===== config.mk =====
export PLATFORM = sky130hd
export DESIGN_NAME = icache_fill_ctrl_flat
export DESIGN_NICKNAME = d
export VERILOG_FILES = /design/src/rtl/icache_fill_ctrl_if.sv /design/src/rtl/icache_fill_ctrl.sv /design/src/flat_wrapper.sv
export SDC_FILE = /design/constraint.sdc
export NUM_CORES = 1
export LEC_CHECK = 0
export ABC_CLOCK_PERIOD_IN_PS = 2300
export BUFFER_PORTS_ARGS = -buffer_cell sky130_fd_sc_hd__clkbuf_2
export CAP_MARGIN = 10
export CORE_ASPECT_RATIO = 0.5
export CORE_UTILIZATION = 33
export CTS_CLUSTER_DIAMETER = 120
export DETAILED_ROUTE_END_ITERATION = 7
export PLACE_DENSITY = 0.82
export SLEW_MARGIN = 40
export SYNTH_ARGS = -nofsm -noshare
export SYNTH_HDL_FRONTEND = slang
export SYNTH_SLANG_ARGS = --single-unit

===== constraint.sdc =====
create_clock -name clk -period 2.3 [get_ports clk]
set_input_delay 0.23 -clock clk [delete_from_list [all_inputs] [get_ports clk]]
set_output_delay 0.23 -clock clk [all_outputs]
set_load 0.02 [all_outputs]

===== src/rtl/icache_fill_ctrl_if.sv =====
// Fetch-miss, instruction-memory and tag/data-bank write signals of the I-cache fill controller.
// The controller connects through the master modport. The miss logic, the memory and the banks
// connect through the slave modport.
interface icache_fill_ctrl_if #(
  parameter int WAYS            = 2,
  parameter int LINE_ADDR_W     = 6,
  parameter int SUB_LINE_ADDR_W = 2
);
  logic                                   miss_req;
  logic [31:0]                            miss_addr;
  logic                                   mem_request;
  logic [31:0]                            mem_addr;
  logic                                   mem_ack;
  logic                                   mem_data_valid;
  logic [31:0]                            mem_data;
  logic [WAYS-1:0]                        data_bank_wen;
  logic [LINE_ADDR_W+SUB_LINE_ADDR_W-1:0] data_bank_addr;
  logic [31:0]                            data_bank_data;
  logic                                   update;
  logic [WAYS-1:0]                        update_way;
  logic                                   busy;
  logic                                   fill_done;

  modport master (
    input  miss_req, miss_addr, mem_ack, mem_data_valid, mem_data,
    output mem_request, mem_addr, data_bank_wen, data_bank_addr, data_bank_data,
           update, update_way, busy, fill_done
  );

  modport slave (
    output miss_req, miss_addr, mem_ack, mem_data_valid, mem_data,
    input  mem_request, mem_addr, data_bank_wen, data_bank_addr, data_bank_data,
           update, update_way, busy, fill_done
  );
endinterface


===== src/rtl/icache_fill_ctrl.sv =====
// I-cache line-fill controller. On a miss it requests the line, writes the returned words into
// the round-robin victim way, and writes the tag on the last word.
//
// state     | meaning
// ----------+------------------------------------------------------------
// S_IDLE    | waiting for a miss; latches the line address on miss_req
// S_REQUEST | mem_request held with the line-aligned address until mem_ack
// S_FILL    | each valid beat writes one word; the last beat also writes the tag
// S_DONE    | fill_done pulse; the victim rotates to the next way
module icache_fill_ctrl #(
  parameter int WAYS            = 2,
  parameter int LINE_ADDR_W     = 6,
  parameter int SUB_LINE_ADDR_W = 2
) (
  input  logic               clk,
  input  logic               rst,
  icache_fill_ctrl_if.master bus
);
  localparam int OFF  = SUB_LINE_ADDR_W + 2;
  localparam int LA_W = 32 - OFF;

  typedef enum logic [1:0] {S_IDLE, S_REQUEST, S_FILL, S_DONE} state_t;

  state_t                     state_q, state_d;
  logic [LA_W-1:0]            line_q, line_d;
  logic [SUB_LINE_ADDR_W-1:0] cnt_q, cnt_d;
  logic [WAYS-1:0]            victim_q, victim_d;

  logic            mem_request;
  logic [WAYS-1:0] wen;
  logic            update;
  logic [WAYS-1:0] update_way;
  logic            fill_done;

  // The byte offset inside a line never reaches the memory or the banks.
  logic unused_addr_bits;
  assign unused_addr_bits = ^bus.miss_addr[OFF-1:0];

  // State, latched line address, word counter and victim way. The line address needs no reset.
  always_ff @(posedge clk) begin
    if (rst) begin
      state_q  <= S_IDLE;
      cnt_q    <= '0;
      victim_q <= WAYS'(1);
    end else begin
      state_q  <= state_d;
      cnt_q    <= cnt_d;
      victim_q <= victim_d;
    end
    line_q <= line_d;
  end

  // Next-state logic and the strobes driven in each state.
  always_comb begin
    state_d     = state_q;
    line_d      = line_q;
    cnt_d       = cnt_q;
    victim_d    = victim_q;
    mem_request = 1'b0;
    wen         = '0;
    update      = 1'b0;
    update_way  = '0;
    fill_done   = 1'b0;
    case (state_q)
      S_IDLE: begin
        if (bus.miss_req) begin
          line_d  = bus.miss_addr[31:OFF];
          state_d = S_REQUEST;
        end
      end
      S_REQUEST: begin
        mem_request = 1'b1;
        if (bus.mem_ack) begin
          cnt_d   = '0;
          state_d = S_FILL;
        end
      end
      S_FILL: begin
        if (bus.mem_data_valid) begin
          wen   = victim_q;
          cnt_d = cnt_q + 1'b1;
          if (cnt_q == '1) begin
            update     = 1'b1;
            update_way = victim_q;
            state_d    = S_DONE;
          end
        end
      end
      S_DONE: begin
        fill_done = 1'b1;
        victim_d  = {victim_q[WAYS-2:0], victim_q[WAYS-1]};
        state_d   = S_IDLE;
      end
      default: state_d = S_IDLE;
    endcase
  end

  assign bus.mem_request    = mem_request;
  assign bus.mem_addr       = {line_q, {OFF{1'b0}}};
  assign bus.data_bank_wen  = wen;
  assign bus.data_bank_addr = {line_q[LINE_ADDR_W-1:0], cnt_q};
  assign bus.data_bank_data = bus.mem_data;
  assign bus.update         = update;
  assign bus.update_way     = update_way;
  assign bus.busy           = (state_q != S_IDLE);
  assign bus.fill_done      = fill_done;
endmodule


===== src/flat_wrapper.sv =====
// flat-port wrapper written by rule: the top's interface ports become plain ports
module icache_fill_ctrl_flat 
#(
  parameter int WAYS            = 2,
  parameter int LINE_ADDR_W     = 6,
  parameter int SUB_LINE_ADDR_W = 2
)
  (clk, rst, bus_miss_req, bus_miss_addr, bus_mem_ack, bus_mem_data_valid, bus_mem_data, bus_mem_request, bus_mem_addr, bus_data_bank_wen, bus_data_bank_addr, bus_data_bank_data, bus_update, bus_update_way, bus_busy, bus_fill_done);
  icache_fill_ctrl_if #(.WAYS(WAYS), .LINE_ADDR_W(LINE_ADDR_W), .SUB_LINE_ADDR_W(SUB_LINE_ADDR_W)) bus_i ();
  input  logic clk;
  input  logic rst;
  input wire logic [$bits(bus_i.miss_req)-1:0] bus_miss_req;
  input wire logic [$bits(bus_i.miss_addr)-1:0] bus_miss_addr;
  input wire logic [$bits(bus_i.mem_ack)-1:0] bus_mem_ack;
  input wire logic [$bits(bus_i.mem_data_valid)-1:0] bus_mem_data_valid;
  input wire logic [$bits(bus_i.mem_data)-1:0] bus_mem_data;
  output wire logic [$bits(bus_i.mem_request)-1:0] bus_mem_request;
  output wire logic [$bits(bus_i.mem_addr)-1:0] bus_mem_addr;
  output wire logic [$bits(bus_i.data_bank_wen)-1:0] bus_data_bank_wen;
  output wire logic [$bits(bus_i.data_bank_addr)-1:0] bus_data_bank_addr;
  output wire logic [$bits(bus_i.data_bank_data)-1:0] bus_data_bank_data;
  output wire logic [$bits(bus_i.update)-1:0] bus_update;
  output wire logic [$bits(bus_i.update_way)-1:0] bus_update_way;
  output wire logic [$bits(bus_i.busy)-1:0] bus_busy;
  output wire logic [$bits(bus_i.fill_done)-1:0] bus_fill_done;
  assign bus_i.miss_req = bus_miss_req;
  assign bus_i.miss_addr = bus_miss_addr;
  assign bus_i.mem_ack = bus_mem_ack;
  assign bus_i.mem_data_valid = bus_mem_data_valid;
  assign bus_i.mem_data = bus_mem_data;
  assign bus_mem_request = bus_i.mem_request;
  assign bus_mem_addr = bus_i.mem_addr;
  assign bus_data_bank_wen = bus_i.data_bank_wen;
  assign bus_data_bank_addr = bus_i.data_bank_addr;
  assign bus_data_bank_data = bus_i.data_bank_data;
  assign bus_update = bus_i.update;
  assign bus_update_way = bus_i.update_way;
  assign bus_busy = bus_i.busy;
  assign bus_fill_done = bus_i.fill_done;
  icache_fill_ctrl #(.WAYS(WAYS), .LINE_ADDR_W(LINE_ADDR_W), .SUB_LINE_ADDR_W(SUB_LINE_ADDR_W)) u_core (.clk(clk), .rst(rst), .bus(bus_i));
endmodule

## Word level (Yosys, flattened, before mapping)

Cells that the tools add are included.

- Reductions and logical operators: 6
- Mux-type cells: 18
- Equal/unequal tests: 8
- $add $sub $neg: 1

Operators by type and width:

| operator | number |
|---|---|
| 2-to-1 mux 2 bit | 11 |
| case mux 2 bit (4 select lines) | 1 |
| == test 2 bit, second input constant | 3 |
| != test 2 bit, second input constant | 3 |
| 2-to-1 mux 1 bit | 5 |
| case mux 2 bit (2 select lines) | 1 |
| AND reduction 4 bit | 1 |
| nonzero test 2 bit | 2 |
| AND reduction 3 bit | 1 |
| adder 2 x 1 -> 2 bit, second input constant | 1 |
| == test 2 x 1 -> 1 bit, second input constant | 1 |
| zero test 2 bit | 1 |
| != test 2 x 1 -> 1 bit, second input constant | 1 |
| AND reduction 2 bit | 1 |

- Bits of input ports: 69
- Logic and storage cells: 37
- Output and inout bits: 80
- Register bits after elaboration: 34

## Logic depth before layout (Yosys ltp)

Gate-level depths: netlist of the first run.

- Depth after elaboration: 4
- Gate-level depth with buffers: 5
- Mapped depth without buffers: 5

## Least setup slack after synthesis of the first run

OpenSTA, ideal clock, no wires.

- Path type: register -> register
- From: register u_core.state_q[0]
- To: register u_core.line_q[0], enable pin
- Required time: 1,887 ps
- Library setup time: 413 ps
- Period minus slack after synthesis: 2,418 ps
- Path buffers: 0
- Data arrival time: 2,005 ps
- Cell stages (with the launch flop): 5
- Slack: -118 ps
- Cells stage by stage: dfxtp_1 > inv_1 > ha_1 > inv_1 > nor2_1

- Longest elaborated chain between the ends: 2

RTL lines:

| element | RTL line | text |
|---|---|---|
| from (decl) | icache_fill_ctrl.sv:24 | `state_t state_q, state_d;` |
| from (signal assigned) | icache_fill_ctrl.sv:46 | `state_q <= state_d;` |
| zero test 2 bit | icache_fill_ctrl.sv:64 | `case (state_q)` |
| AND reduction 2 bit (no line) | - |  |
| to (signal assigned) | icache_fill_ctrl.sv:50 | `line_q <= line_d;` |
| to (decl) | icache_fill_ctrl.sv:25 | `logic [LA_W-1:0] line_q, line_d;` |

No other way between the ends.
A chain may end at the register's enable or synchronous reset.

## Worst setup path in the final report of the first run

- From: register u_core.state_q[0]
- To: output bus_update_way[1]

- Longest elaborated chain between the ends: 2

RTL lines:

| element | RTL line | text |
|---|---|---|
| == test 2 bit | icache_fill_ctrl.sv:64 |  |
| 2-to-1 mux 2 bit | icache_fill_ctrl.sv:64 |  |
| to (decl) | flat_wrapper.sv:23 | `output wire logic [$bits(bus_i.update_way)-1:0] bus_update_way;` |

No other way between the ends.

==> impl_metrics.yaml, run 1 <==
final_layout:
  final_cells: 229
  syn_to_final_growth_pct: 18.1
  finish.utilization_pct: 42.1
  nets: 238
  diodes: 0
  mostFrequentLayoutCells: "clkbuf_2 (76), edfxtp_1 (28), ha_1 (7)"
  drive_gt1_share_pct: 56.4
  layout_commonest_cell: "clkbuf_2"
worst_setup_path:
  reg2reg_slack_ps: 750
  critPathLaunchType: "register"
  r2r_end: "u_core.line_q[7]$_DFFE_PP_"
  crit_chain: "inv_1, ha_1, and3_1, and2_1, clkbuf_2"
  cp_max_fo: 6
  r2r_cells: 5
  required_ps: 2070
  crit_type: "register to output port"
  critPathArrivalTime_ps: 1540
  timing.rr.start: "u_core.state_q[0]$_SDFFE_PP0P_"
  max_stage_delay_ps: 390
  cp_slowest_cell: "dfxtp_1"
  crit_path_end_kind: "output port"
timing:
  maxSlewViolCount: 0
  fin_crit_sh_pct: 77.1
  rsz0062_at_grt: "no"
  finalHoldViolCount: 0
  setup_violations: 0
  layout_min_cycle_time_ps: 1770
  final.setup.tns_ps: 0
  fmax_mhz: 564
  finClkSkew_ps: 7.27
synthesis:
  yosysWarnings: 0
  synth.avg_cell_area_um2: 13.7
  synthTopCellsByArea: "edfxtp_1 (52%), buf_4 (20%), dfxtp_1 (7.4%)"
  ys_types: 24
  yosys.area.top_type_share_pct: 51.9
  synthCells: 118
  yosysSeqAreaShare_pct: 59.3
  synth_top_cell_by_area: "edfxtp_1"
  synth.cell_area_um2: 1620
  ys_seq_elements: 34
routing:
  vias: 952
  ant_nets: 0
  drt_first_pass_iters: 4
  wire_per_inst_um: 12.4
  wl_mm: 2.84
  drtIter0Drc: 21
  drc: 0
  vias_per_cell: 4.16
power:
  finalPower_mw: 2.30
  switching_share_pct: 32.7
  power_frac_seq_pct: 39.7
  p_leak_nw: 0.877
  p_sw_uw: 752
  peakVddDrop_mv: 0.302
  p_comb_share_pct: 32.6
  powerDensity_nw_per_um2: 1200
  internal_power_mw: 1.55
  pwr-share-clk_pct: 27.7
die:
  core_area_um2: 4550
  num_rows: 17
  die_w_um: 101
  dieArea_um2: 5210
  die_height_um: 51.6
  pin_count: 149
  initial_core_util_pct: 35.6
clocking:
  cts_hold_buf: 0
  cts.repair.resized: 0
  insertion_delay_ps: 280
  htreeDepth: 2
  cts_tree: "built"
  cts_num_sinks: 34
  numCtsBuffers: 5
  root_buffer: "clkbuf_8"
  path_clk_slew_ps: 70
  cts.path.max_buffers: 2
  cts_setup_buffers: 0
placement:
  dp.cells: 221
  dpl.hpwl_mm: 2.27
  globalplace.congestion: 0.662
  numPortBuffers: 76
worst_hold_path:
  hold_end: "u_core.line_q[15]$_DFFE_PP_"
  hold_depth: 1
  hp-class: "primary input to register"
  hp-start: "bus_miss_addr[19]"
global_route:
  antenna_found_initial: 0
  grt_first_pass_wirelength_mm: 4.26
  grt_pass1_vias: 967
  grt-ovfl-total: 0
  grt_max_degree: 29
  grt_use_total_pct: 11.1
status:
  status: "finished clean"
flow_run:
  max-cap-violations: 0
## sequential cells by signal, indices dropped and copies added (netlist names)
name             flops
u_core.cnt_q         2
u_core.victim_q      2
u_core.state_q       2
u_core.line_q       28
## routing by layer
metal,vias to the layer above,GRT usage (%),part of all wire (%)
met5,-,0,0
met4,0,9.18,5.5
met3,27,4.30,8.6
met2,43,20.7,53
met1,442,9.67,33
li1,440,-,-
## power by group through the flow
stage,registers [mW],logic (mW),clock network (mW)
after floorplan,1.08,0.480,0
after global placement,0.922,0.742,0
after detailed placement,0.931,0.759,0
after CTS,0.917,0.762,0.653
after global routing,0.932,0.814,0.683
final,0.914,0.749,0.637
## metrics by stage
step	hold slack [ps]	setup WS, ps	instance area [um2]
2_1_floorplan	329	339	1630
3_3_place_gp	408	784	1780
3_5_place_dp	409	729	1780
4_1_cts	114	510	1910
5_1_grt	103	415	1910
6_report	120	527	1910
## cell families (layout without fill, tap and decap cells)
| logic type | after synthesis | after routing | share of synthesized area, % |
|---|---|---|---|
| flops | 34 | 34 | 59.3 |
| other cells | 1 | 4 | 0.231 |
| buf+inv | 48 | 90 | 21.1 |
| compound gates | 5 | 5 | 3.63 |
| mux | 3 | 3 | 1.85 |
| fa+ha+maj | 7 | 7 | 5.41 |
| simple gates | 20 | 20 | 8.49 |
## worst max-delay path by stage
| stage | from | end | slack, ps | cells past startpoint |
|---|---|---|---|---|
| after CTS | u_core.state_q[0]$_SDFFE_PP0P_ | bus_update_way[1] | 510 | 5 |
| after global routing | u_core.state_q[0]$_SDFFE_PP0P_ | bus_update_way[1] | 410 | 5 |
| after detailed placement | u_core.state_q[0]$_SDFFE_PP0P_ | u_core.line_q[3]$_DFFE_PP_ | 730 | 5 |
| after floorplan | u_core.state_q[0]$_SDFFE_PP0P_ | u_core.line_q[0]$_DFFE_PP_ | 340 | 4 |
| final | u_core.state_q[0]$_SDFFE_PP0P_ | bus_update_way[1] | 530 | 5 |
| after global placement | u_core.state_q[0]$_SDFFE_PP0P_ | u_core.line_q[2]$_DFFE_PP_ | 780 | 5 |
## layout make-up
class	instances	area (um2)
flip-flops and latches	34	961
inverters	5	18.8
clock inverters	3	63.8
repair buffers	77	388
clock buffers	5	68.8
multi-input cells	39	332
fillers	430	2640
well taps	66	82.6
## Yosys cell counts (all sizes together)
| library cell | instances |
|---|---|
| and2 | 1 |
| o22ai | 1 |
| nand2b | 4 |
| o21bai | 1 |
| and4 | 1 |
| nor2b | 4 |
| or2b | 1 |
| or2 | 1 |
| a211o | 1 |
| mux2i | 3 |
| edfxtp | 28 |
| ha | 7 |
| nor2 | 3 |
| o32ai | 1 |
| a2111oi | 1 |
| dfxtp | 6 |
| buf | 43 |
| conb | 1 |
| nor3 | 1 |
| or3b | 1 |
| inv | 5 |
| and3 | 3 |
## worst max-delay path, delay by kind of cell (launching register included)
family	cells	cell delay [ps]
DFF	1	390
and+or+nand+nor	2	350
adders and majority gates	1	270
buffers and inverters	2	260
No activity file was read; power rests on OpenSTA's default activity.
==> inputs of run 2 (changes only) <==
--- a/config.mk
+++ b/config.mk
@@ -5,7 +5,7 @@
 export SDC_FILE = /design/constraint.sdc
 export NUM_CORES = 1
 export LEC_CHECK = 0
-export ABC_CLOCK_PERIOD_IN_PS = 2300
+export ABC_CLOCK_PERIOD_IN_PS = 1500
 export BUFFER_PORTS_ARGS = -buffer_cell sky130_fd_sc_hd__clkbuf_2
 export CAP_MARGIN = 10
 export CORE_ASPECT_RATIO = 0.5
==> constraint.sdc (replaced) <==
create_clock -name clk -period 1.5 [get_ports clk]
set_input_delay 0.15 -clock clk [delete_from_list [all_inputs] [get_ports clk]]
set_output_delay 0.15 -clock clk [all_outputs]
set_load 0.02 [all_outputs]
==> run 2 against run 1 <==
  * Global-route usage fell by 0.39 points
  * Hold slack got worse by 74 ps
  * Final area increased by 1.6%
  * Clock skew down 5.5 ps
  * Critical path depth stayed put
  * Worst setup slack lost 470 ps
  * Sequential share of layout area fell by 0.58 points
  * Power rose by 46%
  * Via count increased by 1.2%
  * Cell count rose by 0.87%
  * Non-clock buffer count up 3
  * Critical path type unchanged
==> impl_metrics.yaml, run 2 (same netlist as run 1, synthesis figures left out) <==
routing:
  wl_mm: 2.86
  drtIter0Drc: 34
  vias: 963
  wire_per_inst_um: 12.4
  drc: 0
  ant_nets: 0
  vias_per_cell: 4.17
  drt_first_pass_iters: 4
final_layout:
  design_area_um2: 1940
  largest_reg_flops: 28
  syn_to_final_growth_pct: 20.0
  multi_input_area_um2: 379
  n_fill_cell: 437
  diodes: 0
  layout_commonest_cell: "clkbuf_2"
  drive_gt1_share_pct: 63.0
  mostFrequentLayoutCells: "clkbuf_2 (76), edfxtp_1 (28), clkbuf_8 (5)"
  regMostFlops: "u_core.line_q"
  nets: 241
  regArea_um2: 965
die:
  die_height_um: 51.6
  core_area_um2: 4550
  num_rows: 17
  pin_count: 149
  dieArea_um2: 5210
  initial_core_util_pct: 35.6
  die_w_um: 101
worst_setup_path:
  r2r_cells: 5
  required_ps: 1350
  crit_type: "register to output port"
  crit_path_end_kind: "output port"
  cp_max_fo: 6
  critPathLaunchType: "register"
  crit_start: "u_core.state_q[0]$_SDFFE_PP0P_"
  reg2reg_slack_ps: 70
  r2r_end: "u_core.cnt_q[0]$_SDFFE_PP0P_"
  timing.rr.start: "u_core.state_q[0]$_SDFFE_PP0P_"
  critPathArrivalTime_ps: 1290
clocking:
  path_clk_slew_ps: 60
  cts_num_sinks: 34
  root_buffer: "clkbuf_8"
  cts.path.max_buffers: 2
  numCtsBuffers: 5
  cts_tree: "built"
  htreeDepth: 2
  insertion_delay_ps: 280
timing:
  setup_violations: 0
  fin_hold_ws_ps: 46.1
  rsz0062_at_grt: "no"
  finalHoldViolCount: 0
  finClkSkew_ps: 1.80
  layout_min_cycle_time_ps: 1440
  maxSlewViolCount: 0
  final.setup.tns_ps: 0
  fmax_mhz: 695
  fin_crit_sh_pct: 95.9
global_route:
  antenna_found_initial: 0
  grt_max_degree: 29
  grt_pass1_vias: 923
  grt_use_total_pct: 10.7
  grt_first_pass_wirelength_mm: 4.09
  grt-ovfl-total: 0
power:
  p_leak_nw: 0.863
  internal_power_mw: 2.17
  power_frac_seq_pct: 42.2
  powerDensity_nw_per_um2: 1730
  p_comb_share_pct: 39.7
  p_sw_mw: 1.20
  peakVddDrop_mv: 0.465
  switching_share_pct: 35.6
  pwr-share-clk_pct: 18.1
placement:
  dpl_cell_area_um2: 1830
  globalplace.congestion: 0.774
  numPortBuffers: 76
  dpl.hpwl_mm: 2.26
status:
  status: "finished clean"
worst_hold_path:
  hold_end: "u_core.line_q[16]$_DFFE_PP_"
  hp-start: "bus_miss_addr[20]"
  hp-class: "primary input to register"
  hold_depth: 1
flow_run:
  max-cap-violations: 0
run 2: changes by cell type in the layout (fill, tap and decap cells not counted), sizes merged:
cell,delta
clkinv,-1
bufinv,-2
buf,+3
clkbuf,+2
run 2: power groups by stage:
stage               sequential (mW)  combinational, mW  clock [mW]
floorplan                      1.65              0.789           0
global placement               1.42               1.26           0
detailed placement             1.43               1.30           0
CTS                            1.41               1.33       0.633
global route                   1.45               1.43       0.673
finish                         1.42               1.33       0.608
run 2: worst max-delay path: stages, from the launching register on:
cell and delay, ps:
dfxtp_2 330, inv_2 50, ha_4 170, and3_1 170
and2_1 150, clkbuf_2 150
run 2: final cells by class:
| class | count | share of cell area (%) |
|---|---|---|
| Inverter | 5 | 0.965 |
| Tap cell | 66 | 4.25 |
| Multi-Input combinational cell | 39 | 19.5 |
| Timing Repair Buffer | 80 | 21.8 |
| Sequential cell | 34 | 49.6 |
| Clock buffer | 7 | 3.93 |
run 2: worst max path at each step:
stage | to | cells after the start
floorplan | u_core.line_q[0]$_DFFE_PP_ | 4
global placement | u_core.state_q[0]$_SDFFE_PP0P_ | 5
detailed placement | u_core.state_q[0]$_SDFFE_PP0P_ | 5
CTS | bus_update_way[1] | 4
global route | bus_update_way[1] | 5
finish | bus_update_way[1] | 5
run 2: repair_timing:
action	CTS	global route
pin swaps	0	1
setup endpoints to repair	3	3
buffers inserted	1	0
hold buffers	0	0
gates resized for setup	4	4
run 2: per-stage QoR:
| stage | setup WS [ps] | power [mW] | utilization, % | std cells |
|---|---|---|---|---|
| final | 61.2 | 3.36 | 42.7 | 231 |
| after floorplan | 17.4 | 2.44 | - | 121 |
| after global routing | 9.77 | 3.55 | 42.7 | 231 |
| after detailed placement | 9.06 | 2.74 | 40.2 | 223 |
| after global placement | 60.1 | 2.68 | 40.2 | 223 |
| after CTS | 11.3 | 3.38 | 42.2 | 231 |
run 2: routing by layer:
metal | track usage [%] | share of wire, % | vias up
met5 | 0 | 0 | -
met4 | 8.21 | 3.7 | 0
met3 | 3.76 | 7.4 | 23
met2 | 19.6 | 54 | 36
met1 | 10.1 | 35 | 457
li1 | - | - | 447
